===== src/rtl/alu.sv =====
// 8-bit ALU with registered result and N/C/V/Z flags, one-cycle latency.
// Define ALU_SATURATE_EN to make ADD/SUB saturate in the signed domain on overflow.
module alu (
  input  logic       clk,
  input  logic       rst,
  input  logic [7:0] A,
  input  logic [7:0] B,
  input  logic [2:0] Select,
  output logic [7:0] Result,
  output logic       N,
  output logic       C,
  output logic       V,
  output logic       Z
);

  typedef enum logic [2:0] {
    OpAdd = 3'b000,
    OpSub = 3'b001,
    OpAnd = 3'b010,
    OpOr  = 3'b011,
    OpXor = 3'b100,
    OpNot = 3'b101,
    OpShl = 3'b110,
    OpShr = 3'b111
  } op_e;

  op_e        op;
  logic [8:0] sum;
  logic [8:0] diff;
  logic       add_ovf;
  logic       sub_ovf;

  logic [7:0] result_d, result_q;
  logic       n_d, n_q;
  logic       c_d, c_q;
  logic       v_d, v_q;
  logic       z_d, z_q;

  assign op   = op_e'(Select);
  assign sum  = {1'b0, A} + {1'b0, B};
  // Bit 8 of the 9-bit difference is the unsigned borrow (A < B).
  assign diff = {1'b0, A} - {1'b0, B};

  assign add_ovf = (A[7] == B[7]) && (sum[7] != A[7]);
  assign sub_ovf = (A[7] != B[7]) && (diff[7] != A[7]);

  always_comb begin
    result_d = 8'h00;
    c_d      = 1'b0;
    v_d      = 1'b0;
    unique case (op)
      OpAdd: begin
        result_d = sum[7:0];
        c_d      = sum[8];
        v_d      = add_ovf;
`ifdef ALU_SATURATE_EN
        // On overflow the true result carries the sign of A.
        if (add_ovf) result_d = A[7] ? 8'h80 : 8'h7F;
`endif
      end
      OpSub: begin
        result_d = diff[7:0];
        c_d      = diff[8];
        v_d      = sub_ovf;
`ifdef ALU_SATURATE_EN
        if (sub_ovf) result_d = A[7] ? 8'h80 : 8'h7F;
`endif
      end
      OpAnd: result_d = A & B;
      OpOr:  result_d = A | B;
      OpXor: result_d = A ^ B;
      OpNot: result_d = ~A;
      OpShl: begin
        result_d = {A[6:0], 1'b0};
        c_d      = A[7];
        v_d      = A[7] ^ A[6];
      end
      OpShr: begin
        result_d = {1'b0, A[7:1]};
        c_d      = A[0];
      end
      default: begin
        result_d = 8'h00;
        c_d      = 1'b0;
        v_d      = 1'b0;
      end
    endcase
    n_d = result_d[7];
    z_d = (result_d == 8'h00);
  end

  always_ff @(posedge clk) begin
    if (rst) begin
      result_q <= 8'h00;
      n_q      <= 1'b0;
      c_q      <= 1'b0;
      v_q      <= 1'b0;
      z_q      <= 1'b1;
    end else begin
      result_q <= result_d;
      n_q      <= n_d;
      c_q      <= c_d;
      v_q      <= v_d;
      z_q      <= z_d;
    end
  end

  assign Result = result_q;
  assign N      = n_q;
  assign C      = c_q;
  assign V      = v_q;
  assign Z      = z_q;

endmodule


===== config.mk =====
export PLATFORM = sky130hd
export DESIGN_NAME = alu
export DESIGN_NICKNAME = d
export VERILOG_FILES = /design/src/rtl/alu.sv
export SDC_FILE = /design/constraint.sdc
export NUM_CORES = 1
export LEC_CHECK = 0
export ABC_AREA = 0
export BUFFER_PORTS_ARGS = -buffer_cell sky130_fd_sc_hd__buf_2
export CORE_ASPECT_RATIO = 1.25
export CORE_UTILIZATION = 57
export CTS_CLUSTER_DIAMETER = 50
export CTS_CLUSTER_SIZE = 24
export DETAILED_ROUTE_END_ITERATION = 8
export MAX_ROUTING_LAYER = met4
export PLACE_DENSITY = 0.81
export RECOVER_POWER = 100
export SLEW_MARGIN = 25
export SYNTH_ARGS = -nofsm -noshare
export SYNTH_HDL_FRONTEND = slang
export SYNTH_SLANG_ARGS = --single-unit

===== constraint.sdc =====
create_clock -name clk -period 2.5 [get_ports clk]
set_input_delay 0.125 -clock clk [delete_from_list [all_inputs] [get_ports clk]]
set_output_delay 0.125 -clock clk [all_outputs]
set_load 0.005 [all_outputs]

==> qor.txt <==
==============================================================================
Hold Fails Final Rpt ............................................            0
Area of the core region .........................................   2970 sq um
Count of cell types in the netlist ..............................           63
Source of the worst hold timing path ............................          rst
Number of buffers inserted by post-CTS setup repair .............            0
Top achievable clock speed ......................................      477 MHz
Worst Path Required .............................................      2.64 ns
Setup crit start kind ........................................... primary input
Setup TNS after final layout ....................................         0 ns
Setup repair after global routing missed its margin .............        false
Die Y ...........................................................      65.0 um
Final weighted congestion in routability-driven placement .......         1.03
IO buf count ....................................................           32
Flop and latch count out of synthesis ...........................           11
Global route overflow ...........................................            0
Cell count after placement ......................................          278
Total routing resource utilization after global routing .........        0.279
Number of global-route vias before repair .......................        1,585
Iteration-0 DRC Markers .........................................           68
Final period demand of the worst path ...........................      2.10 ns
Cell count after synthesis ......................................          222
Run status ...................................................... complete, no violations
Clock slew at reported path FFs .................................      0.06 ns
Clock tree sinks ................................................           11
Row count .......................................................           22
Number of setup violations in the final report ..................            0
Least-Margin Pin Slew ...........................................     0.502 ns
HPWL after detailed placement ...................................      3360 um
Max cap viols ...................................................            0
Max-slew headroom at the worst pin ..............................        0.665
Amount of wire on met2 after detailed routing ...................      2150 um
Overall die area ................................................   3410 sq um
Share of the clock period used by the worst path after layout ...        0.839
Top-Level Pins ..................................................           33
Routed WL .......................................................      4250 um
Number of cells traversed by the worst hold path ................            2
Net count after synthesis .......................................          269
Number of detailed-routing iterations run before antenna repair .            4
Total routed wire length on the met1 layer ......................      1830 um
Primary FF master, synth ........................................      dfxtp_1
H-tree lvl count ................................................            1
Static Leak .....................................................     0.907 nW
Initial Util ....................................................        0.609
Number of buffers created by CTS ................................            3
Arr. time, crit path ............................................      2.24 ns
Mean instance size in the synthesized netlist ...................   8.16 sq um
Synthesis-to-finish area growth .................................        7.46%
Warnings from Yosys .............................................            0
Buffers from clock root to sink, at most ........................            2
Type of destination of the critical path ........................     register
Power per Cell Area .............................................  344 nW/um^2
Netlist area before placement ...................................   1810 sq um
Commonest cells after routing, fill and taps aside .............. 24 x inv_1, 24 x ha_1, 23 x buf_2
CTS root buffer .................................................     clkbuf_4
Initial antenna violation count .................................            0
Routed wire per std cell ........................................      15.1 um
Max Used Layer ..................................................         met4
Number of synthesized flops with an enable pin ..................            0
Via-per-instance ratio ..........................................         6.02
Number of gates given a new drive strength after cts ............            0
Share of the yosys chip area belonging to registers .............        0.122
Layout cell share with drive strength beyond 1 ..................        0.215
Max-slew violation total from the final report ..................            0
Total number of vias ............................................        1,697
Finished Layout Cells ...........................................          282
Post-CTS Hold Buffers ...........................................            0
Routed wire length on met3 ......................................       211 um
TritonCTS clock tree ............................................         done
Hold Path Sink ..................................................    Result[2]
WS Path Type ....................................................    in -> reg
Final net count .................................................          294
Antenna diodes ..................................................            0
Post-synthesis async set-or-reset flop share ....................            0
IR Drop Worst-Case VDD ..........................................   0.000295 V
Global-route wire length before repair ..........................      7080 um
Critical Path Fanout Max ........................................            6
DRC .............................................................            0
Largest net degree at the start of global routing ...............           25
Residual antenna-violating net count after detailed routing .....            0
Die Width .......................................................      52.4 um
Hold WC Path Type ...............................................    in -> reg
==============================================================================
==> Yosys cell counts (4+ instances only) <==
cell       n  area, sq um
nor3_2     4         40.0
ha_1      24          300
inv_1     24         90.1
nand3_1    4         20.0
a21oi_1   15         75.1
a221oi_2   6         90.1
nor2b_1    5         31.3
xor2_1     4         35.0
o21ai_0    5         25.0
xnor2_1    4         35.0
buf_2      7         35.0
nor2_1    15         56.3
dfxtp_1   11          220
nor3_1     5         25.0
nand2_1   14         52.6
mux2i_1    5         50.1
==> state kept, by name, summed over array words and instances, names as in the netlist <==
register	cells
Result	8
C	1
V	1
Z	1
==> worst max-delay path, stage by stage <==
cell      delay, ns
buf_2          0.15
inv_1          0.10
ha_1           0.33
o21ba_2        0.22
nor2_1         0.20
a221oi_2       0.11
o31ai_1        0.41
xor2_1         0.15
a221oi_2       0.37
nor3_2         0.08
==> routing by layer <==
metal | up-vias | GRT usage
met2 | 54 | 0.479
met1 | 793 | 0.339
met5 | - | -
met4 | 0 | 0.0822
li1 | 842 | -
met3 | 8 | 0.0211
==> cell families after synthesis <==
logic type / Yosys count / synth area share
AO/OA/AOI/OAI: 64 / 0.281
AND/OR/NAND/NOR: 64 / 0.200
buffers and inverters: 41 / 0.104
adder cells (fa/ha/maj): 26 / 0.188
flip-flops: 11 / 0.122
XOR/XNOR: 8 / 0.0387
multiplexers: 8 / 0.0670
==> final cells by class <==
class	instances	area [sq um]
multi-input cells	170	1390
fillers	272	1030
flip-flops and latches	11	220
repair buffers	34	164
inverters	27	104
well taps	36	45.0
clock buffers	4	26.3
==> through the flow <==
stage	hold WS (ns)	area (sq um)	worst slack, ns	utilization	power [mW]
6_report	0.181	1950	0.403	0.654	0.669
5_1_grt	0.188	1950	0.254	0.654	0.723
4_1_cts	0.183	1970	0.489	0.664	0.676
3_5_place_dp	0.456	1950	0.205	0.655	0.560
3_3_place_gp	0.440	1950	0.233	0.655	0.553
2_1_floorplan	0.322	1810	0.510	-	0.470
==> how the worst max path moves through the flow <==
stage	cells past startpoint	to	start	slack, ns
2_1_floorplan	9	Z	A[0]	0.51
3_3_place_gp	11	Z	A[0]	0.23
3_5_place_dp	11	Z	A[0]	0.21
4_1_cts	11	Z	A[0]	0.49
5_1_grt	11	Z	A[0]	0.25
6_report	10	Z	A[1]	0.40
==> report_power, final <==
part / switching (mW) / internal, mW / total (mW)
registers: 0.00371 / 0.192 / 0.196
logic: 0.205 / 0.151 / 0.357
clock network: 0.0552 / 0.0617 / 0.117
No activity file was read; power rests on OpenSTA's default activity.
